$ cat src/rtl/dac_spi_tx_if.sv
// Sample stream handshake between an audio producer and the DAC serialiser.
// The producer holds SAMPLE_in/SAMPLE_valid stable until SAMPLE_ready completes the transfer.
interface dac_spi_tx_if;
    logic [11:0] SAMPLE_in;
    logic        SAMPLE_valid;
    logic        SAMPLE_ready;

    modport master (
        output SAMPLE_in,
        output SAMPLE_valid,
        input  SAMPLE_ready
    );

    modport slave (
        input  SAMPLE_in,
        input  SAMPLE_valid,
        output SAMPLE_ready
    );
endinterface

$ cat src/rtl/dac_spi_tx.sv
// Double-buffered 12-bit sample serialiser for a DAC121S101 (Pmod DA2) over 3-wire SPI.
// A holding register feeds a 16-bit frame shifter; SCLK idles high and DIN moves on SCLK rises.
module dac_spi_tx #(
    parameter int unsigned CLK_DIV = 4,
    parameter logic [1:0]  PD_MODE = 2'b00
) (
    input  logic        CLK,
    input  logic        RESET,
    dac_spi_tx_if.slave smp,
    output logic        DAC_SYNC,
    output logic        DAC_SCLK,
    output logic        DAC_DIN,
    output logic        BUSY,
    output logic        FRAME_done
);
    localparam int unsigned        DIV_W    = (CLK_DIV > 1) ? $clog2(CLK_DIV) : 1;
    localparam int unsigned        GAP_W    = $clog2(2 * CLK_DIV + 1);
    localparam logic [DIV_W-1:0]   DIV_LAST = DIV_W'(CLK_DIV - 1);
    localparam logic [GAP_W-1:0]   GAP_LAST = GAP_W'(2 * CLK_DIV - 1);

    typedef enum logic [1:0] {
        ST_IDLE  = 2'd0,
        ST_SHIFT = 2'd1,
        ST_GAP   = 2'd2
    } state_t;

    // DAC frame layout: two don't-care zeros, power-down mode, then the sample.
    function automatic logic [15:0] build_frame(input logic [11:0] sample);
        build_frame = {2'b00, PD_MODE, sample};
    endfunction

    state_t           state_r;
    logic [11:0]      hold_r;
    logic             ready_r;
    logic [14:0]      shift_r;
    logic [DIV_W-1:0] div_cnt_r;
    logic [GAP_W-1:0] gap_cnt_r;
    logic [4:0]       bit_cnt_r;
    logic             sync_r;
    logic             sclk_r;
    logic             din_r;
    logic             busy_r;
    logic             done_r;

    logic             accept_s;
    logic             load_s;
    logic             div_tc_s;
    logic [15:0]      frame_s;

    // Handshake, half-period terminal count and the hold->shifter move condition.
    always_comb begin
        accept_s = smp.SAMPLE_valid & ready_r;
        div_tc_s = (div_cnt_r == DIV_LAST);
        frame_s  = build_frame(hold_r);
        load_s   = 1'b0;
        case (state_r)
            ST_IDLE: load_s = ~ready_r;
            ST_GAP: begin
                if (gap_cnt_r == GAP_LAST) begin
                    load_s = ~ready_r;
                end else begin
                    load_s = 1'b0;
                end
            end
            default: load_s = 1'b0;
        endcase
    end

    // Frame FSM, holding register and all registered outputs.
    always_ff @(posedge CLK) begin
        if (RESET) begin
            state_r   <= ST_IDLE;
            hold_r    <= 12'h000;
            ready_r   <= 1'b1;
            shift_r   <= 15'h0000;
            div_cnt_r <= {DIV_W{1'b0}};
            gap_cnt_r <= {GAP_W{1'b0}};
            bit_cnt_r <= 5'd0;
            sync_r    <= 1'b1;
            sclk_r    <= 1'b1;
            din_r     <= 1'b0;
            busy_r    <= 1'b0;
            done_r    <= 1'b0;
        end else begin
            done_r <= 1'b0;
            if (accept_s) begin
                hold_r <= smp.SAMPLE_in;
            end
            // Ready and full are mutually exclusive, so accept and load never coincide here.
            if (accept_s) begin
                ready_r <= 1'b0;
            end else if (load_s) begin
                ready_r <= 1'b1;
            end
            if (load_s) begin
                shift_r   <= frame_s[14:0];
                din_r     <= frame_s[15];
                sync_r    <= 1'b0;
                busy_r    <= 1'b1;
                div_cnt_r <= {DIV_W{1'b0}};
                bit_cnt_r <= 5'd0;
                state_r   <= ST_SHIFT;
            end else begin
                case (state_r)
                    ST_IDLE: begin
                        busy_r <= 1'b0;
                    end
                    ST_SHIFT: begin
                        if (div_tc_s) begin
                            div_cnt_r <= {DIV_W{1'b0}};
                            sclk_r    <= ~sclk_r;
                            if (sclk_r) begin
                                bit_cnt_r <= bit_cnt_r + 5'd1;
                            end else if (bit_cnt_r == 5'd16) begin
                                // Rise after the 16th fall closes the frame.
                                sync_r    <= 1'b1;
                                din_r     <= 1'b0;
                                done_r    <= 1'b1;
                                gap_cnt_r <= {GAP_W{1'b0}};
                                state_r   <= ST_GAP;
                            end else begin
                                din_r   <= shift_r[14];
                                shift_r <= {shift_r[13:0], 1'b0};
                            end
                        end else begin
                            div_cnt_r <= div_cnt_r + DIV_W'(1);
                        end
                    end
                    ST_GAP: begin
                        if (gap_cnt_r == GAP_LAST) begin
                            busy_r  <= 1'b0;
                            state_r <= ST_IDLE;
                        end else begin
                            gap_cnt_r <= gap_cnt_r + GAP_W'(1);
                        end
                    end
                    default: begin
                        sync_r  <= 1'b1;
                        sclk_r  <= 1'b1;
                        din_r   <= 1'b0;
                        busy_r  <= 1'b0;
                        state_r <= ST_IDLE;
                    end
                endcase
            end
        end
    end

    assign smp.SAMPLE_ready = ready_r;
    assign DAC_SYNC         = sync_r;
    assign DAC_SCLK         = sclk_r;
    assign DAC_DIN          = din_r;
    assign BUSY             = busy_r;
    assign FRAME_done       = done_r;
endmodule

$ cat src/flat_wrapper.sv
// flat-port wrapper written by rule: the top's interface ports become plain ports
module dac_spi_tx_flat 
#(
    parameter int unsigned CLK_DIV = 4,
    parameter logic [1:0]  PD_MODE = 2'b00
)
  (CLK, RESET, DAC_SYNC, DAC_SCLK, DAC_DIN, BUSY, FRAME_done, smp_SAMPLE_in, smp_SAMPLE_valid, smp_SAMPLE_ready);
  dac_spi_tx_if smp_i ();
  input  logic CLK;
  input  logic RESET;
  output logic DAC_SYNC;
  output logic DAC_SCLK;
  output logic DAC_DIN;
  output logic BUSY;
  output logic FRAME_done;
  input wire logic [$bits(smp_i.SAMPLE_in)-1:0] smp_SAMPLE_in;
  input wire logic [$bits(smp_i.SAMPLE_valid)-1:0] smp_SAMPLE_valid;
  output wire logic [$bits(smp_i.SAMPLE_ready)-1:0] smp_SAMPLE_ready;
  assign smp_i.SAMPLE_in = smp_SAMPLE_in;
  assign smp_i.SAMPLE_valid = smp_SAMPLE_valid;
  assign smp_SAMPLE_ready = smp_i.SAMPLE_ready;
  dac_spi_tx #(.CLK_DIV(CLK_DIV), .PD_MODE(PD_MODE)) u_core (.CLK(CLK), .RESET(RESET), .smp(smp_i), .DAC_SYNC(DAC_SYNC), .DAC_SCLK(DAC_SCLK), .DAC_DIN(DAC_DIN), .BUSY(BUSY), .FRAME_done(FRAME_done));
endmodule
$ cat config.mk
export PLATFORM = sky130hd
export DESIGN_NAME = dac_spi_tx_flat
export DESIGN_NICKNAME = d
export VERILOG_FILES = /design/src/rtl/dac_spi_tx_if.sv /design/src/rtl/dac_spi_tx.sv /design/src/flat_wrapper.sv
export SDC_FILE = /design/constraint.sdc
export NUM_CORES = 1
export LEC_CHECK = 0
export BUFFER_PORTS_ARGS = -buffer_cell sky130_fd_sc_hd__buf_2
export CORE_MARGIN = 1
export CORE_UTILIZATION = 40
export DETAILED_ROUTE_END_ITERATION = 10
export GPL_TIMING_DRIVEN = 0
export PLACE_DENSITY = 0.63
export SLEW_MARGIN = 10
export SYNTH_ARGS = -nofsm -noshare
export SYNTH_HDL_FRONTEND = slang
export SYNTH_SLANG_ARGS = --single-unit
$ cat constraint.sdc
create_clock -name CLK -period 1.9 [get_ports CLK]
set_clock_uncertainty 0.1 [all_clocks]
set_input_delay 0.475 -clock CLK [delete_from_list [all_inputs] [get_ports CLK]]
set_output_delay 0.475 -clock CLK [all_outputs]
set_load 0.005 [all_outputs]
# Word level (Yosys, flattened, before mapping)
# Index checks and enable logic that the tools add are counted.
dict set report totals {
  ff_bits 46
  elab_cells 99
}
dict set report classes {
  addsub 3
  eq_ne 19
  muxes 36
  bitwise 9
  reduce_logical 18
}
# operator count
set op_table {}
lappend op_table {{$mux 12} 5}
lappend op_table {{$mux 4} 4}
lappend op_table {{$mux 1} 15}
lappend op_table {{$ne 2x1->1 const B} 7}
lappend op_table {{$reduce_and 4->1} 3}
lappend op_table {{$mux 2} 5}
lappend op_table {{$pmux 1 s2} 5}
lappend op_table {{$reduce_and 5->1} 2}
lappend op_table {{$ne 3x1->1 const B} 3}
lappend op_table {{$reduce_and 3->1} 3}
lappend op_table {{$not 1->1} 8}
lappend op_table {{$pmux 4 s2} 1}
lappend op_table {{$reduce_bool 2->1} 4}
lappend op_table {{$ne 2x2->1 const B} 3}
lappend op_table {{$pmux 2 s3} 1}
lappend op_table {{$reduce_and 6->1} 1}
lappend op_table {{$add 5x1->5 const B} 1}
lappend op_table {{$eq 5x5->1 const B} 1}
lappend op_table {{$reduce_or 5->1} 1}
lappend op_table {{$add 4x1->4 const B} 1}
lappend op_table {{$eq 2x2->1 const B} 2}
lappend op_table {{$eq 4x3->1 const B} 1}
lappend op_table {{$reduce_or 2->1} 2}
lappend op_table {{$ne 3x3->1 const B} 1}
lappend op_table {{5 further kinds} 5}

# Depth between registers and ports, before layout
# Gate-level depths: netlist of run 1.
dict set report logic_depth {
  depth_word 6
  depth_mapped 8
  mapped_depth_nobuf 6
}

# Worst setup path after synthesis of run 1
# OpenSTA, ideal clock, no wires.
dict set report synth_path {
  kind {register -> register}
  from {register u_core.gap_cnt_r[0]}
  to {register u_core.state_r[1]}
  setup_time_ns 0.128
  arrival_time_ns 1.421
  required_ns 1.672
  setup_slack_ns 0.251
  path_stages_with_launch 7
  n_path_buf 1
  synth_period_minus_slack_ns 1.649
  path_cell_list {dfxtp_1 ha_1 nand3b_4 a211o_2 nand2b_1 buf_4 nor2_1}
}
dict set report synth_via {
  elab_chain_cells 4
  word_cells_on_any_way 6
}
# item line
set synth_lines {}
lappend synth_lines {{from (decl)} dac_spi_tx.sv:37} ;# logic [GAP_W-1:0] gap_cnt_r;
lappend synth_lines {{from (signal assigned)} dac_spi_tx.sv:77} ;# gap_cnt_r <= {GAP_W{1'b0}};
lappend synth_lines {{from (signal assigned)} dac_spi_tx.sv:119} ;# gap_cnt_r <= {GAP_W{1'b0}};
lappend synth_lines {{from (signal assigned)} dac_spi_tx.sv:134} ;# gap_cnt_r <= gap_cnt_r + GAP_W'(1);
lappend synth_lines {{$eq 4x3->1 (*)} {dac_spi_tx.sv:59, dac_spi_tx.sv:130}}
lappend synth_lines {{$mux 1} dac_spi_tx.sv:59} ;# if (gap_cnt_r == GAP_LAST) begin
lappend synth_lines {{$pmux 1 s2} dac_spi_tx.sv:56} ;# case (state_r)
lappend synth_lines {{$reduce_or 2->1 (no line)} -}
lappend synth_lines {{to (signal assigned)} dac_spi_tx.sv:72} ;# state_r <= ST_IDLE;
lappend synth_lines {{to (signal assigned)} dac_spi_tx.sv:132} ;# state_r <= ST_IDLE;
lappend synth_lines {{to (signal assigned)} dac_spi_tx.sv:142} ;# state_r <= ST_IDLE;
lappend synth_lines {{to (decl)} dac_spi_tx.sv:32} ;# state_t state_r;
# Mark *: on every way between the ends. The rest lies on a longest branch, timed or not.
# A chain may end at the register's enable or synchronous reset.

# Final worst setup path of run 1
dict set report layout_path {
  from {register u_core.div_cnt_r[0]}
  to {register u_core.shift_r[10]}
}
dict set report layout_via {
  elab_chain_cells 3
}
# item line
set layout_lines {}
lappend layout_lines {{from (decl)} dac_spi_tx.sv:36} ;# logic [DIV_W-1:0] div_cnt_r;
lappend layout_lines {{from (signal assigned)} dac_spi_tx.sv:76} ;# div_cnt_r <= {DIV_W{1'b0}};
lappend layout_lines {{from (signal assigned)} dac_spi_tx.sv:100} ;# div_cnt_r <= {DIV_W{1'b0}};
lappend layout_lines {{from (signal assigned)} dac_spi_tx.sv:110} ;# div_cnt_r <= {DIV_W{1'b0}};
lappend layout_lines {{$eq 2x2->1} dac_spi_tx.sv:53} ;# div_tc_s = (div_cnt_r == DIV_LAST);
lappend layout_lines {{$reduce_bool 2->1 (no line)} -}
lappend layout_lines {{$reduce_and 4->1 (no line)} -}
lappend layout_lines {{to (signal assigned)} dac_spi_tx.sv:96} ;# shift_r <= frame_s[14:0];
lappend layout_lines {{to (signal assigned)} dac_spi_tx.sv:123} ;# shift_r <= {shift_r[13:0], 1'b0};
lappend layout_lines {{to (decl)} dac_spi_tx.sv:35} ;# logic [14:0] shift_r;
# Every way passes these cells.

==> results.sh, run 1 <==
export IMPL_leakagePower_nw=0.899
export IMPL_die_area_um2=5310
export IMPL_pwr_density_cell_nw_per_um2=791
export IMPL_max_freq_ghz=0.558
export IMPL_vias=1551
export IMPL_dieWidth_um=72.9
export IMPL_core_area_um2=4790
export IMPL_critPathLaunchType="flip-flop"
export IMPL_worst_setup_path_type="flip-flop to flip-flop"
export IMPL_nets=275
export IMPL_final_max_slew_violation_count=0
export IMPL_r2r_end="u_core.shift_r[10]"
export IMPL_ys_warn_count=0
export IMPL_die_h_um=72.9
export IMPL_drive_gt1_frac=0.219
export IMPL_status="completed"
export IMPL_synth_main_ff_cell="dfxtp_1"
export IMPL_ff2ff_path_depth=7
export IMPL_relSlewSlack=0.625
export IMPL_syn_to_final_growth_pct=14.0
export IMPL_drc=0
export IMPL_fin_setup_tns_ps=0
export IMPL_syn_nets=248
export IMPL_grt_pass1_wl_mm=6.53
export IMPL_numCtsBuffers=5
export IMPL_synth_seq_area_share=0.458
export IMPL_clock_sinks=46
export IMPL_clk_latency_ps=300
export IMPL_synthArstFlopShare=0
export IMPL_core_rowCount=25
export IMPL_dp_hpwl_mm=2.69
export IMPL_synth_ff_latch_count=46
export IMPL_dp_cells=316
export IMPL_cp_endpoint="u_core.shift_r[10]"
export IMPL_wire_per_inst_um=12.0
export IMPL_drt_wl_total_mm=3.88
export IMPL_rsz0062_at_grt="false"
export IMPL_finalInstanceArea_um2=2290
export IMPL_crit_start="u_core.div_cnt_r[0]"
export IMPL_syn_inst=229
export IMPL_fill_cells=499
export IMPL_clockBufferDepth=2
export IMPL_r2r_slack_ps=110
export IMPL_path_clk_slew_ps=90
export IMPL_min_delay_path_class="input pin to flip-flop"
export IMPL_cp_required_ps=2020
export IMPL_syn_area_per_cell_um2=8.78
export IMPL_tightest_slew_ps=562
export IMPL_drtIter0Drc=46
export IMPL_final_hold_violation_count=0
export IMPL_tritoncts="yes"
export IMPL_io_pins=21
export IMPL_setup_viol=0
export IMPL_io_buffers=20
export IMPL_ctsHoldBuffers=0
export IMPL_vias_per_cell=4.80
export IMPL_synth_edff_count=0
export IMPL_crit_fanout=10
export IMPL_dpl_cell_area_um2=2190
export IMPL_totalPowerFinal_mw=1.81
export IMPL_cp_data_arrival_time_ps=1910
export IMPL_dr_pass1_iters=4
export IMPL_diodes=0
export IMPL_fin_crit_ps=1790
export IMPL_period_share=0.944
export IMPL_grt_usage=0.164
export IMPL_root_buffer="clkbuf_8"
export IMPL_postLayoutCoreUtil=0.479
export IMPL_antenna_found_initial=0
export IMPL_htreeDepth=2
export IMPL_initial_utilization=0.420
export IMPL_drv_cap=0
export IMPL_gp_congestion=0.816
export IMPL_synth_area_um2=2010
export IMPL_postRouteAntennaNets=0
export IMPL_finalNonFillerCells=323
export IMPL_ir_drop_uv=480
export IMPL_grt_pass1_vias=1430
export IMPL_gr_total_overflow=0
export IMPL_ys_types=42
export IMPL_r2r_start="u_core.div_cnt_r[0]"
export IMPL_cp_end_kind="flip-flop"
export IMPL_grt_max_degree=14
## cells in the final DEF (no fill, tap or decap), types with 4 or more instances in the layout
| cell | instances |
|---|---|
| nand2_1 | 48 |
| dfxtp_1 | 45 |
| a21oi_1 | 29 |
| nor2_1 | 24 |
| buf_2 | 23 |
| a211oi_2 | 7 |
| clkbuf_1 | 6 |
| clkbuf_8 | 5 |
| a21oi_2 | 4 |
| o21ai_0 | 4 |
| a211oi_1 | 4 |
## critical path: stages (launching register included)
cell      delay (ps)
dfxtp_1          370
ha_1             300
and4bb_1         260
and2_1           150
buf_6            130
buf_12           130
nand2_4           50
a311oi_2         210
## cell families (layout without fill, tap and decap cells)
| logic type | after synthesis | in the layout | synth area share |
|---|---|---|---|
| AND/OR/NAND/NOR | 97 | 97 | 0.230 |
| multiplexers | 3 | 3 | 0.0149 |
| AO/OA/AOI/OAI | 58 | 58 | 0.200 |
| XOR/XNOR | 4 | 4 | 0.0174 |
| buffers and inverters | 17 | 44 | 0.0548 |
| adder cells (fa/ha/maj) | 4 | 4 | 0.0249 |
| flip-flops | 46 | 46 | 0.458 |
## synthesized netlist by cell type (3+ instances only)
master	n	area (um^2)
dfxtp_1	46	921
buf_4	3	22.5
a211oi_2	7	87.6
nand3_1	3	15.0
o21ai_0	4	20.0
clkbuf_1	5	18.8
mux2i_1	3	30.0
nand2b_1	3	18.8
xor2_1	3	26.3
buf_2	3	15.0
inv_1	3	11.3
a21oi_2	4	35.0
nor2b_1	3	18.8
ha_1	4	50.1
nand2_1	48	180
a21oi_1	29	145
nor2_1	24	90.1
a211oi_1	4	30.0
## power by group
group | switching [mW] | internal, mW
registers | 0.0303 | 1.01
logic | 0.113 | 0.0817
clock network | 0.324 | 0.253
## state kept, by name (all words and copies together), names as in the netlist
register,count
u_core.smp.SAMPLE_ready,1
u_core.BUSY,1
u_core.DAC_SCLK,1
u_core.bit_cnt_r,5
u_core.DAC_SYNC,1
u_core.state_r,2
u_core.hold_r,12
u_core.DAC_DIN,1
u_core.FRAME_done,1
u_core.shift_r,15
u_core.div_cnt_r,2
u_core.gap_cnt_r,4
## area by class of cell
| cell class | instances | area (um^2) | share of cell area |
|---|---|---|---|
| plain buffers | 14 | 98.8 | 0.0431 |
| repair buffers | 20 | 100 | 0.0437 |
| clock buffers | 6 | 72.6 | 0.0317 |
| inverters | 3 | 11.3 | 0.00491 |
| multi-input cells | 166 | 996 | 0.434 |
| flip-flops and latches | 46 | 922 | 0.402 |
| well taps | 67 | 83.8 | 0.0366 |
| clock inverters | 1 | 7.51 | 0.00328 |
## routing by layer
layer  vias to the layer above  GRT usage  share of wire
met5                         -          0              0
met4                         0     0.0697          0.018
met3                         5     0.0483          0.037
met2                        28      0.250           0.41
met1                       688      0.215           0.53
li1                        830          -              -
## worst min path at each step
stage | slack [ps] | cells after the start | endpoint | from
after floorplan | 330 | 2 | u_core.shift_r[14] | u_core.shift_r[13]
after global placement | 340 | 2 | u_core.shift_r[13] | u_core.shift_r[12]
after detailed placement | 350 | 2 | u_core.shift_r[12] | u_core.shift_r[12]
after CTS | 290 | 3 | u_core.hold_r[10] | smp_SAMPLE_in[10]
after global routing | 310 | 3 | u_core.hold_r[1] | smp_SAMPLE_in[1]
final | 310 | 3 | u_core.hold_r[10] | smp_SAMPLE_in[10]
## what timing repair did
item                                    CTS  global route
endpoints found under the setup margin    0            21
buffers inserted                          0             0
resized for setup                         0             5
## stage by stage
step	hold slack [ps]	worst slack, ps
after floorplan	331	251
after global placement	338	21.3
after detailed placement	347	20.1
after CTS	292	2.68
after global routing	305	4.58
final	306	107
Power figures use the tool's default switching activity.
==> inputs of run 2 (changes only) <==
MAX_ROUTING_LAYER = met4   (was default)
==> run 2 against run 1 <==
Sequential power about the same. Highest routed layer unchanged. Cell count unchanged. Worst setup slack improved by 4.6 ps. Utilization did not move. Combinational power hardly changed. Largest cell class unchanged. Clock-buffer cell count did not move. Critical path type unchanged.
==> results.sh, run 2 (synthesized netlist as in run 1, its figures left out) <==
export IMPL_vias_per_cell=4.85
export IMPL_finalNonFillerCells=323
export IMPL_final_max_slew_violation_count=0
export IMPL_finalInstanceArea_um2=2290
export IMPL_relSlewSlack=0.620
export IMPL_postLayoutCoreUtil=0.479
export IMPL_hold_ws_ps=307
export IMPL_fin_crit_ps=1790
export IMPL_htreeDepth=2
export IMPL_crit_start="u_core.div_cnt_r[0]"
export IMPL_fin_ws_ps=112
export IMPL_wl_met2_mm=1.60
export IMPL_r2r_start="u_core.div_cnt_r[0]"
export IMPL_grt_max_degree=14
export IMPL_ir_drop_uv=480
export IMPL_cp_end_kind="flip-flop"
export IMPL_rsz0062_at_grt="false"
export IMPL_tritoncts="yes"
export IMPL_setup_viol=0
export IMPL_clock_sinks=46
export IMPL_dieWidth_um=72.9
export IMPL_core_rowCount=25
export IMPL_dr_pass1_iters=5
export IMPL_initial_utilization=0.420
export IMPL_dp_cells=316
export IMPL_max_freq_ghz=0.559
export IMPL_grt_pass1_wl_mm=6.53
export IMPL_pwr_density_cell_nw_per_um2=791
export IMPL_numCtsBuffers=5
export IMPL_io_pins=21
export IMPL_drt_wl_total_mm=3.89
export IMPL_layout_common_cells="nand2_1, dfxtp_1, a21oi_1"
export IMPL_die_area_um2=5310
export IMPL_wire_per_inst_um=12.0
export IMPL_drv_cap=0
export IMPL_r2r_end="u_core.shift_r[10]"
export IMPL_top_layer="met4"
export IMPL_period_share=0.941
export IMPL_syn_to_final_growth_pct=14.0
export IMPL_largest_reg_flops=15
export IMPL_leakagePower_nw=0.899
export IMPL_gr_total_overflow=0
export IMPL_core_area_um2=4790
export IMPL_crit_fanout=10
export IMPL_ff2ff_path_depth=7
export IMPL_place_ws_ps=20.1
export IMPL_final_hold_violation_count=0
export IMPL_clockBufferDepth=2
export IMPL_regMostFlops="u_core.shift_r"
export IMPL_m1WireLength_mm=2.07
export IMPL_route_met3_wl_um=141
export IMPL_clk_latency_ps=300
export IMPL_drive_gt1_frac=0.219
export IMPL_antenna_found_initial=0
export IMPL_r2r_slack_ps=110
export IMPL_cp_endpoint="u_core.shift_r[10]"
export IMPL_fill_cells=499
export IMPL_die_h_um=72.9
export IMPL_drc=0
export IMPL_reg_top3="u_core.shift_r x15, u_core.hold_r x12, u_core.bit_cnt_r x5"
export IMPL_status="completed"
export IMPL_mostFrequentLayoutCell="nand2_1"
export IMPL_cp_data_arrival_time_ps=1900
export IMPL_tightest_slew_ps=569
export IMPL_ctsHoldBuffers=0
export IMPL_io_buffers=20
export IMPL_diodes=0
export IMPL_gp_congestion=0.828
export IMPL_vias=1568
export IMPL_min_delay_path_class="input pin to flip-flop"
export IMPL_grt_usage=0.169
export IMPL_root_buffer="clkbuf_8"
export IMPL_grt_pass1_vias=1429
export IMPL_nets=275
export IMPL_dp_hpwl_mm=2.69
export IMPL_critPathLaunchType="flip-flop"
export IMPL_cp_required_ps=2020
export IMPL_fin_setup_tns_ps=0
export IMPL_drtIter0Drc=49
export IMPL_path_clk_slew_ps=90
export IMPL_postRouteAntennaNets=0
export IMPL_worst_setup_path_type="flip-flop to flip-flop"
export IMPL_totalPowerFinal_mw=1.81
export IMPL_dpl_cell_area_um2=2190
[run 2: cell counts in the layout (fill, tap and decap cells not counted)]
Identical to the previous run, type by type.
[run 2: how the worst min path moves through the flow]
stage	from	end	slack [ps]	cells after the start
final	smp_SAMPLE_in[10]	u_core.hold_r[10]	310	3
after CTS	smp_SAMPLE_in[10]	u_core.hold_r[10]	290	3
after detailed placement	u_core.shift_r[12]	u_core.shift_r[12]	350	2
after global routing	smp_SAMPLE_in[1]	u_core.hold_r[1]	310	3
after global placement	u_core.shift_r[12]	u_core.shift_r[13]	340	2
after floorplan	u_core.shift_r[13]	u_core.shift_r[14]	330	2
[run 2: where the power goes]
part	switching [mW]	internal, mW	total (mW)
logic	0.113	0.0817	0.195
registers	0.0306	1.01	1.04
clock network	0.323	0.253	0.576
[run 2: metal layers]
layer	vias up	track usage
li1	830	-
met1	703	0.217
met2	30	0.249
met3	5	0.0483
met4	0	0.0697
met5	-	-
[run 2: timing repair]
action	CTS	global route
resized for setup	0	5
setup buffers	0	0
setup endpoints to repair	0	21
[run 2: cell type report]
cell class / instances / area (um^2) / share of cell area
multi-input cells: 166 / 996 / 0.434
flip-flops and latches: 46 / 922 / 0.402
repair buffers: 20 / 100 / 0.0437
plain buffers: 14 / 98.8 / 0.0431
well taps: 67 / 83.8 / 0.0366
clock buffers: 6 / 72.6 / 0.0317
inverters: 3 / 11.3 / 0.00491
clock inverters: 1 / 7.51 / 0.00328
[run 2: worst max-delay path: stages, from the launching register on]
cell and delay (ps):
dfxtp_1 370, ha_1 300, and4bb_1 260, and2_1 150, buf_6 130, buf_12 130
nand2_4 50, a311oi_2 210
==> inputs of run 3 (changes only) <==
ABC_AREA = 1   (was default)
==> run 3 against run 2 <==
Worst setup slack gained 55 ps. Sequential power is essentially flat. Maximum frequency grew 3.2%. Clock-buffer cell count shrank 1. First-iteration DRC count grew 88%. Cell count grew 18%. Combinational power grew 71%. Power grew 8.4%. Area after synthesis grew 3.3%. Largest cell class unchanged. Highest routed layer unchanged.
==> results.sh, run 3 <==
export IMPL_io_buffers=19
export IMPL_cp_end_kind="flip-flop"
export IMPL_seqPwrFrac=0.529
export IMPL_r2r_start="u_core.div_cnt_r[0]"
export IMPL_synth_edff_count=0
export IMPL_synthAdderAreaFrac=0.0241
export IMPL_drive_gt1_frac=0.166
export IMPL_leakagePower_nw=0.960
export IMPL_period_share=0.913
export IMPL_clk_latency_ps=300
export IMPL_yosys_area_share_simple=0.254
export IMPL_grt_pass1_wl_mm=7.24
export IMPL_die_h_um=74.1
export IMPL_antenna_found_initial=0
export IMPL_cp_required_ps=1960
export IMPL_final_hold_violation_count=0
export IMPL_tritoncts="yes"
export IMPL_clockBufferDepth=2
export IMPL_nets=331
export IMPL_root_buffer="clkbuf_8"
export IMPL_synth_ff_latch_count=46
export IMPL_tightest_slew_ps=492
export IMPL_dr_pass1_iters=4
export IMPL_postRouteAntennaNets=0
export IMPL_multiInputGateArea_um2=957
export IMPL_gr_total_overflow=0
export IMPL_intPower_mw=1.39
export IMPL_ff2ff_path_depth=9
export IMPL_ys_types=24
export IMPL_drtIter0Drc=92
export IMPL_crit_start="u_core.div_cnt_r[0]"
export IMPL_path_clk_slew_ps=90
export IMPL_min_delay_path_class="input pin to flip-flop"
export IMPL_fin_ws_ps=166
export IMPL_fin_crit_ps=1730
export IMPL_postLayoutCoreUtil=0.485
export IMPL_htreeDepth=2
export IMPL_syn_inst=286
export IMPL_reg_top3="u_core.shift_r x15, u_core.hold_r x12, u_core.bit_cnt_r x5"
export IMPL_dp_hpwl_mm=3.08
export IMPL_synth_main_ff_cell="dfxtp_1"
export IMPL_cp_data_arrival_time_ps=1800
export IMPL_r2r_slack_ps=170
export IMPL_clock_sinks=46
export IMPL_vias_per_cell=4.72
export IMPL_crit_fanout=10
export IMPL_crit_buf_inv=3
export IMPL_rsz0062_at_grt="false"
export IMPL_pwr_share_clk=0.301
export IMPL_ir_drop_uv=331
export IMPL_max_freq_ghz=0.577
export IMPL_use_met2=0.287
export IMPL_r2r_end="u_core.shift_r[0]"
export IMPL_relSlewSlack=0.672
export IMPL_path_cells="ha_1 -> inv_1 -> nor2_1 -> nand3_2 -> nand2_1 -> inv_1 -> buf_4 -> nand2_1 -> a21oi_1"
export IMPL_path_delay_family="simple AND/OR/NAND/NOR gates"
export IMPL_synthXorXnorAreaFrac=0
export IMPL_pwr_density_cell_nw_per_um2=837
export IMPL_comb_power_share=0.169
export IMPL_fill_cells=504
export IMPL_numCtsBuffers=5
export IMPL_synthMuxAreaShare=0
export IMPL_cpPeakStageDelay_ps=370
export IMPL_layout_common_cells="nand2_1, dfxtp_1, a21oi_1"
export IMPL_ys_warn_count=0
export IMPL_regMostFlops="u_core.shift_r"
export IMPL_mostFrequentLayoutCell="nand2_1"
export IMPL_drv_cap=0
export IMPL_grt_use_met3=0.0366
export IMPL_core_rowCount=25
export IMPL_drc=0
export IMPL_synth_top_family_by_area="simple AND/OR/NAND/NOR gates"
export IMPL_busiest_layer="met2"
export IMPL_syn_to_final_growth_pct=13.1
export IMPL_switchingPower_mw=0.572
export IMPL_worst_path_stages=9
export IMPL_synthTopCellsByArea="dfxtp_1, nand2_1, a21oi_1"
export IMPL_yosysMostFrequentCell="nand2_1"
export IMPL_critPathLaunchType="flip-flop"
export IMPL_worst_setup_path_type="flip-flop to flip-flop"
export IMPL_cts_resized=0
export IMPL_initial_utilization=0.428
export IMPL_grt_pass1_vias=1622
export IMPL_dieWidth_um=74.1
export IMPL_syn_area_per_cell_um2=7.26
export IMPL_diodes=0
export IMPL_use_met1=0.224
export IMPL_synth_seq_area_share=0.443
export IMPL_status="completed"
export IMPL_largest_reg_flops=15
export IMPL_netlist_top_cell_by_area="dfxtp_1"
export IMPL_netlist_top_cells_count="nand2_1, dfxtp_1, a21oi_1, inv_1, nor2_1"
export IMPL_place_ws_ps=88.4
export IMPL_io_pins=21
export IMPL_core_area_um2=4850
export IMPL_syn_nets=305
export IMPL_drt_wl_total_mm=4.29
export IMPL_fin_setup_tns_ps=0
export IMPL_grt_max_degree=16
export IMPL_cp_endpoint="u_core.shift_r[0]"
export IMPL_synthArstFlopShare=0
export IMPL_crit_path_top_delay_cell="dfxtp_1"
export IMPL_synth_area_um2=2080
export IMPL_sw_frac_of_total=0.291
export IMPL_final_max_slew_violation_count=0
export IMPL_finalNonFillerCells=380
export IMPL_cts_setup_buffers=0
export IMPL_die_area_um2=5480
export IMPL_ctsHoldBuffers=0
export IMPL_regArea_um2=921
export IMPL_synth_top_area_share=0.443
export IMPL_synth_compound_area_share=0.181
export IMPL_wire_per_inst_um=11.3
export IMPL_vias=1795
export IMPL_totalPowerFinal_mw=1.97
export IMPL_gp_congestion=0.802
export IMPL_setup_viol=0
export IMPL_dp_cells=372
export IMPL_grt_usage=0.178
[run 3: cell count changes in the layout (fill, tap and decap cells not counted), moves of 7 or more]
cell,change
a211oi_2,-7
nand2_1,+30
inv_1,+30
nand3_1,+8
o21ai_2,+10
a21oi_1,+7
o21ai_0,+13
[run 3: power groups by stage]
stage                     registers [mW]  clock network, mW  logic (mW)
after floorplan                     1.06                  0       0.245
after global placement              1.06                  0       0.330
after detailed placement            1.06                  0       0.336
after CTS                           1.04              0.616       0.336
after global routing                1.05              0.661       0.374
final                               1.04              0.592       0.333
[run 3: per-layer routing]
layer | vias to the layer above | share of wire
li1 | 959 | -
met1 | 810 | 0.52
met2 | 20 | 0.45
met3 | 6 | 0.020
met4 | 0 | 0.013
met5 | - | 0
[run 3: how the worst min path moves through the flow]
stage | cells after the start | from | to
after global placement | 2 | u_core.shift_r[12] | u_core.shift_r[13]
after CTS | 3 | smp_SAMPLE_in[0] | u_core.hold_r[0]
after global routing | 3 | smp_SAMPLE_in[11] | u_core.hold_r[11]
final | 3 | smp_SAMPLE_in[0] | u_core.hold_r[0]
after floorplan | 2 | u_core.shift_r[12] | u_core.shift_r[13]
after detailed placement | 2 | u_core.shift_r[12] | u_core.shift_r[13]
[run 3: cells by family (layout without fill, tap and decap cells)]
family / after synthesis / in the layout
AO/OA/AOI/OAI: 67 / 67
adder cells (fa/ha/maj): 4 / 4
buffers and inverters: 44 / 71
flip-flops: 46 / 46
AND/OR/NAND/NOR: 125 / 125
[run 3: through the flow]
step / area (um^2) / hold WS [ps]
after global placement: 2260 / 346
after detailed placement: 2260 / 352
final: 2350 / 324
after global routing: 2350 / 337
after floorplan: 2080 / 339
after CTS: 2350 / 318
[run 3: layout make-up]
| cell class | count | area share |
|---|---|---|
| inverters | 33 | 0.0527 |
| flip-flops and latches | 46 | 0.392 |
| well taps | 67 | 0.0357 |
| plain buffers | 11 | 0.0335 |
| repair buffers | 19 | 0.0405 |
| multi-input cells | 196 | 0.407 |
| clock buffers | 5 | 0.0293 |
| clock inverters | 3 | 0.00905 |
[run 3: worst min-delay path: stages]
cell and delay [ps]:
buf_2 70, o21ai_0 70, nor2_1 80
